[src/rtl/tracer_pkg.sv]
// Shared definitions for the column tracer: pattern mode encodings, FSM states
// and the pattern LFSR constants.
package tracer_pkg;

  localparam logic [1:0] MODE_FIXED = 2'd0;
  localparam logic [1:0] MODE_RAMP  = 2'd1;
  localparam logic [1:0] MODE_LFSR  = 2'd2;

  typedef enum logic [1:0] {
    ST_IDLE,
    ST_TRACE,
    ST_STORE,
    ST_DONE
  } tracer_state_t;

  // Fibonacci taps for x^16 + x^14 + x^13 + x^11 (bits 15, 13, 12, 10).
  localparam logic [15:0] LFSR_TAP_MASK     = 16'hB400;
  localparam logic [15:0] LFSR_DEFAULT_SEED = 16'hACE1;

  function automatic logic [15:0] lfsrNext(input logic [15:0] cur);
    return {cur[14:0], ^(cur & LFSR_TAP_MASK)};
  endfunction

endpackage

[src/rtl/tracer_pattern_gen.sv]
// Synthetic height source for the column tracer: owns the pattern LFSR and
// produces the clamped height, side flag and skip indication for the current column.
module tracer_pattern_gen
  import tracer_pkg::*;
#(
  parameter int          COL_W      = 10,
  parameter int          HEIGHT_W   = 8,
  parameter int          MAX_HEIGHT = 240,
  parameter int          RAMP_SHIFT = 2,
  parameter logic [15:0] LFSR_SEED  = LFSR_DEFAULT_SEED
) (
  input  logic                clk,
  input  logic                reset_n,
  input  logic                i_advance,
  input  logic [1:0]          i_mode,
  input  logic [HEIGHT_W-1:0] i_baseHeight,
  input  logic [COL_W-1:0]    i_column,
  output logic [HEIGHT_W-1:0] o_height,
  output logic                o_side,
  output logic                o_skip
);

  localparam int                  RAW_W   = HEIGHT_W + COL_W;
  localparam logic [RAW_W-1:0]    MAX_RAW = RAW_W'(MAX_HEIGHT);
  localparam logic [HEIGHT_W-1:0] MAX_H   = HEIGHT_W'(MAX_HEIGHT);
  localparam logic [HEIGHT_W-1:0] MIN_H   = HEIGHT_W'(1);

  logic [15:0]      r_lfsr;
  logic [RAW_W-1:0] w_raw;
  logic             w_side;

  // The LFSR survives frame restarts; only reset returns it to the seed.
  always_ff @(posedge clk or negedge reset_n) begin
    if (!reset_n) begin
      r_lfsr <= LFSR_SEED;
    end else if (i_advance) begin
      r_lfsr <= lfsrNext(r_lfsr);
    end
  end

  always_comb begin
    w_raw  = '0;
    w_side = 1'b0;
    case (i_mode)
      MODE_RAMP: begin
        w_raw  = RAW_W'(i_baseHeight) + RAW_W'(i_column >> RAMP_SHIFT);
        w_side = i_column[0];
      end
      MODE_LFSR: begin
        w_raw  = RAW_W'(r_lfsr[HEIGHT_W-1:0]);
        w_side = r_lfsr[15];
      end
      default: begin
        w_raw  = RAW_W'(i_baseHeight);
        w_side = i_baseHeight[0];
      end
    endcase
  end

  // Heights are kept inside 1..MAX_HEIGHT so the store never sees an empty column.
  always_comb begin
    if (w_raw == '0) begin
      o_height = MIN_H;
    end else if (w_raw > MAX_RAW) begin
      o_height = MAX_H;
    end else begin
      o_height = w_raw[HEIGHT_W-1:0];
    end
  end

  assign o_side = w_side;
  assign o_skip = (i_mode != MODE_RAMP) && (i_mode != MODE_LFSR) && (i_baseHeight == '0);

endmodule

[src/rtl/column_tracer.sv]
// Per-column trace engine: walks every column of a frame, spends a fixed work
// period on each, and hands (column, side, height) to the result store over valid/ready.
module column_tracer
  import tracer_pkg::*;
#(
  parameter int          NUM_COLUMNS = 640,
  parameter int          COL_W       = 10,
  parameter int          HEIGHT_W    = 8,
  parameter int          MAX_HEIGHT  = 240,
  parameter int          WORK_CYCLES = 32,
  parameter int          RAMP_SHIFT  = 2,
  parameter logic [15:0] LFSR_SEED   = LFSR_DEFAULT_SEED
) (
  input  logic                clk,
  input  logic                reset_n,
  input  logic                enable,
  input  logic                frame_start,
  input  logic [1:0]          mode,
  input  logic [HEIGHT_W-1:0] debug_set_height,
  output logic                store_valid,
  input  logic                store_ready,
  output logic [COL_W-1:0]    column,
  output logic                side,
  output logic [HEIGHT_W-1:0] height,
  output logic                busy,
  output logic                frame_done
);

  localparam int               CNT_W      = (WORK_CYCLES > 1) ? $clog2(WORK_CYCLES) : 1;
  localparam logic [CNT_W-1:0] CNT_RELOAD = CNT_W'(WORK_CYCLES - 1);
  localparam logic [COL_W-1:0] LAST_COL   = COL_W'(NUM_COLUMNS - 1);

  tracer_state_t       r_state;
  tracer_state_t       w_nextState;
  logic [CNT_W-1:0]    r_workCnt;
  logic [1:0]          r_mode;
  logic [COL_W-1:0]    r_column;
  logic                r_side;
  logic [HEIGHT_W-1:0] r_height;

  logic                w_start;
  logic                w_lastCol;
  logic                w_colDone;
  logic                w_skip;
  logic                w_patSide;
  logic [HEIGHT_W-1:0] w_patHeight;

  assign w_start   = enable && frame_start;
  assign w_lastCol = (r_column == LAST_COL);
  // A genuine TRACE exit: not pre-empted by disable or a restart in the same cycle.
  assign w_colDone = enable && !frame_start && (r_state == ST_TRACE) && (r_workCnt == '0);

  tracer_pattern_gen #(
    .COL_W      (COL_W),
    .HEIGHT_W   (HEIGHT_W),
    .MAX_HEIGHT (MAX_HEIGHT),
    .RAMP_SHIFT (RAMP_SHIFT),
    .LFSR_SEED  (LFSR_SEED)
  ) u_patternGen (
    .clk          (clk),
    .reset_n      (reset_n),
    .i_advance    (w_colDone),
    .i_mode       (r_mode),
    .i_baseHeight (debug_set_height),
    .i_column     (r_column),
    .o_height     (w_patHeight),
    .o_side       (w_patSide),
    .o_skip       (w_skip)
  );

  always_ff @(posedge clk or negedge reset_n) begin
    if (!reset_n) begin
      r_state <= ST_IDLE;
    end else begin
      r_state <= w_nextState;
    end
  end

  // Disable beats everything, then a restart request, then normal progression.
  always_comb begin
    w_nextState = r_state;
    if (!enable) begin
      w_nextState = ST_IDLE;
    end else if (frame_start) begin
      w_nextState = ST_TRACE;
    end else begin
      case (r_state)
        ST_IDLE: w_nextState = ST_IDLE;
        ST_TRACE: begin
          if (r_workCnt == '0) begin
            if (!w_skip) begin
              w_nextState = ST_STORE;
            end else if (w_lastCol) begin
              w_nextState = ST_DONE;
            end else begin
              w_nextState = ST_TRACE;
            end
          end
        end
        ST_STORE: begin
          if (store_ready) begin
            w_nextState = w_lastCol ? ST_DONE : ST_TRACE;
          end
        end
        ST_DONE: w_nextState = ST_IDLE;
        default: w_nextState = ST_IDLE;
      endcase
    end
  end

  always_comb begin
    store_valid = 1'b0;
    busy        = 1'b0;
    frame_done  = 1'b0;
    case (r_state)
      ST_TRACE: busy = 1'b1;
      ST_STORE: begin
        busy        = 1'b1;
        store_valid = 1'b1;
      end
      ST_DONE: frame_done = 1'b1;
      default: ;
    endcase
  end

  // Result registers only change at TRACE exit, so they stay frozen through a stalled STORE.
  always_ff @(posedge clk or negedge reset_n) begin
    if (!reset_n) begin
      r_workCnt <= '0;
      r_mode    <= MODE_FIXED;
      r_column  <= '0;
      r_side    <= 1'b0;
      r_height  <= '0;
    end else if (w_start) begin
      r_workCnt <= CNT_RELOAD;
      r_mode    <= mode;
      r_column  <= '0;
    end else if (enable) begin
      case (r_state)
        ST_TRACE: begin
          if (r_workCnt != '0) begin
            r_workCnt <= r_workCnt - CNT_W'(1);
          end else if (w_skip) begin
            if (!w_lastCol) begin
              r_column  <= r_column + COL_W'(1);
              r_workCnt <= CNT_RELOAD;
            end
          end else begin
            r_side   <= w_patSide;
            r_height <= w_patHeight;
          end
        end
        ST_STORE: begin
          if (store_ready && !w_lastCol) begin
            r_column  <= r_column + COL_W'(1);
            r_workCnt <= CNT_RELOAD;
          end
        end
        default: ;
      endcase
    end
  end

  assign column = r_column;
  assign side   = r_side;
  assign height = r_height;

endmodule

[config.mk]
export PLATFORM = sky130hd
export DESIGN_NAME = column_tracer
export DESIGN_NICKNAME = d
export VERILOG_FILES = /design/src/rtl/tracer_pkg.sv /design/src/rtl/tracer_pattern_gen.sv /design/src/rtl/column_tracer.sv
export SDC_FILE = /design/constraint.sdc
export NUM_CORES = 1
export LEC_CHECK = 0
export CELL_PAD_IN_SITES_DETAIL_PLACEMENT = 0
export CELL_PAD_IN_SITES_GLOBAL_PLACEMENT = 1
export CORE_ASPECT_RATIO = 0.6
export CORE_UTILIZATION = 42
export DETAILED_ROUTE_END_ITERATION = 8
export HOLD_SLACK_MARGIN = 0.08
export MAX_ROUTING_LAYER = met4
export PLACE_DENSITY = 0.8
export SLEW_MARGIN = 30
export SYNTH_ARGS = -nofsm -noshare
export SYNTH_HDL_FRONTEND = slang
export SYNTH_SLANG_ARGS = --single-unit
export TNS_END_PERCENT = 30
[constraint.sdc]
create_clock -name clk -period 2.5 [get_ports clk]
set_clock_uncertainty 0.1 [all_clocks]
set_input_delay 0.5 -clock clk [delete_from_list [all_inputs] [get_ports clk]]
set_output_delay 0.5 -clock clk [all_outputs]
set_load 0.005 [all_outputs]
==> out/qor.yml <==
insertion_delay_ns: 0.30
cp_max_fo: 2
wl_per_cell_um: 15.7
grt_setup_unrepaired: "false"
hold_class: "input pin to async pin"
cellPowerDensity_nw_per_um2: 534
fill_cells: 544
area_growth_pct: 38.6
critical_path_arrival_ns: 2.47
ys.flop_type: "dfrtp_1"
max_freq_mhz: 419
die_area_um2: 6730
netlist_area_um2: 2690
period_minus_slack_ns: 2.39
whs_ns: 0.171
synth_area_leaders: "dfrtp_1, dfstp_2, ha_1"
worst_pin_slew_ns: 0.570
routed_via_density: 5.27
switching_share: 0.304
slew_headroom: 0.620
io_buffers: 36
first_iter_violations: 149
power_uw: 1990
clock_sink_count: 44
leakage_uw: 0.00168
ys_seq_elements: 44
num_vias: 2331
ant_nets: 0
routed_wl_um: 6960
final_cells: 442
ir_worst_vdd_v: 0.000337
yosysTopAreaCellShare: 0.335
cts_tree: "done"
clockBufferDepth: 2
r2r_end: "height[0]"
clock_tree.htree_level_count: 2
slew_violations: 0
place_area_um2: 3430
track_usage: 0.237
place.gp.congestion: 0.878
finalSetupViolCount: 0
cts_root_buf: "clkbuf_8"
seqPwrFrac: 0.415
core_um2: 6140
finalCritPeriodShare: 0.955
status: "completed"
finalHoldViolations: 0
power_switching_uw: 606
ys_warn_count: 0
post-synth-top-area-cell: "dfrtp_1"
fin_util: 0.607
r2r_cells: 11
diodes: 0
die_x_um: 105
final_layout_size_suffix_gt1_frac: 0.299
ys_seq_area_frac: 0.413
netlist_instances: 279
row_count: 22
worstSetupPathType: "input pin to register"
internal_power_uw: 1390
overflow: 0
drc_errors: 0
clk_pin_slew_ns: 0.09
grt_max_degree: 45
synth.avg_cell_area_um2: 9.63
clkPwrFrac: 0.291
grt_pass1_wl_um: 11900
fin_nets: 388
grt_pass1_vias: 2302
design.portCount: 37
rrSetupSlack_ns: 0.15
die_y_um: 64.0
cp-end-kind: "register"
crit_required_ns: 2.58
synth_edf_count: 0
rr_startpoint: "column[2]"
start_util: 0.438
hpwl_um: 5350
combPwrFrac: 0.295
antenna_found_initial: 0
firstDrtPassIters: 5
synthArstFlopShare: 1.00
drv_cap: 0
postLayoutCellArea_um2: 3730
synth.distinct_cells: 56
syn-num-nets: 310
startpoint_type: "input pin"
cts_buffers: 5
dp.cells: 433
[routing by layer]
metal | up-vias | global-route usage | wire length [µm]
li1 | 1164 | - | -
met1 | 1101 | 0.367 | 3810
met2 | 59 | 0.313 | 2710
met3 | 7 | 0.0429 | 377
met4 | 0 | 0.0581 | 67
met5 | - | - | 0
[logic make-up (layout without fill, tap and decap cells)]
| logic type | after synthesis | after routing | synth area share |
|---|---|---|---|
| AO/OA/AOI/OAI | 64 | 64 | 0.156 |
| multiplexers | 19 | 19 | 0.0782 |
| flip-flops | 44 | 44 | 0.413 |
| AND/OR/NAND/NOR | 96 | 96 | 0.193 |
| buffers and inverters | 28 | 107 | 0.0433 |
| XOR/XNOR | 12 | 12 | 0.0391 |
| adder cells (fa/ha/maj) | 16 | 16 | 0.0773 |
[state kept, by name, summed over array words and instances, names as in the netlist]
register / count
side: 1
height: 8
r_state: 2
column: 10
u_patternGen.r_lfsr: 16
r_mode: 2
r_workCnt: 5
[cell usage in the layout (no fill, tap or decap), types with 5 or more instances in the layout]
master           synthesis  routed
a21oi_1                 14      12
nand3_1                  8       8
ha_1                    15      11
dfstp_2                  8       8
and2_1                   5       5
o21ai_2                  2       5
mux2_2                  16      16
nor2_1                  24      23
nand2_1                 21      21
o21ai_0                 12      10
clkbuf_8                 0       6
inv_1                   16      16
buf_4                    2      44
o21ai_1                  8       6
xnor2_1                  5       5
a31oi_1                  6       6
and3_1                   9       6
dfrtp_1                 36      36
clkdlybuf4s50_1          0      29
xor2_1                   7       7
[power groups by stage]
stage	clock [µW]	sequential (µW)	combinational, µW
3_5_place_dp	0	838	533
5_1_grt	631	835	652
2_1_floorplan	0	833	264
6_report	579	826	587
4_1_cts	596	825	575
3_3_place_gp	0	835	531
[worst max-delay path, stage by stage]
cell	delay, ns
dlygate4sd2_1	0.22
ha_2	0.20
inv_1	0.06
fa_2	0.37
nor2b_4	0.14
o21ai_2	0.08
and3_4	0.16
o31ai_4	0.26
buf_4	0.16
nor4_2	0.04
a22oi_1	0.20
o21ai_2	0.07
[worst max-delay path by stage]
stage	to	slack [ns]	start
after global placement	height[3]	-0.65	debug_set_height[0]
after detailed placement	height[3]	-0.75	debug_set_height[0]
after global routing	height[2]	0.004	column[3]
after floorplan	height[3]	0.09	debug_set_height[0]
after CTS	height[3]	0.01	debug_set_height[0]
final	height[0]	0.11	debug_set_height[0]
[cells in the mapped netlist, types with 2 or more instances]
library cell  instances
inv_2                 2
nor4_1                3
a21o_1                3
nand2_1              21
clkbuf_1              5
a2111oi_0             2
o21ai_0              12
buf_4                 2
nor3b_1               2
and3_1                9
xnor2_1               5
and2_1                5
mux2i_1               3
inv_1                16
ha_1                 15
o31a_1                2
nor2_1               24
nand3_1               8
buf_2                 3
o21ai_2               2
nor2b_1               3
or3_1                 2
a221o_1               3
a31oi_1               6
mux2_2               16
o21ai_1               8
nor3_1                4
a21oi_1              14
dfstp_2               8
xor2_1                7
nand4_1               4
dfrtp_1              36
[area by class of cell]
| cell class | count | area [µm²] | area share |
|---|---|---|---|
| well taps | 84 | 105 | 0.0282 |
| multi-input cells | 207 | 1620 | 0.436 |
| clock buffers | 6 | 82.6 | 0.0222 |
| flip-flops and latches | 44 | 1110 | 0.298 |
| repair buffers | 81 | 697 | 0.187 |
| clock inverters | 2 | 38.8 | 0.0104 |
| inverters | 18 | 67.6 | 0.0181 |
[through the flow]
stage	setup TNS (ns)	setup slack [ns]
after global routing	0	0.00403
after CTS	0	0.0138
final	0	0.114
after floorplan	0	0.0911
after global placement	-6.29	-0.647
after detailed placement	-6.78	-0.755
[what timing repair did]
item / in CTS / in global routing
gates cloned: 0 / 0
gates resized for setup: 28 / 9
hold buffers: 0 / 0
buffers inserted: 1 / 0
setup endpoints to repair: 7 / 4
pin swaps: 14 / 7
No activity file was read; power rests on OpenSTA's default activity.
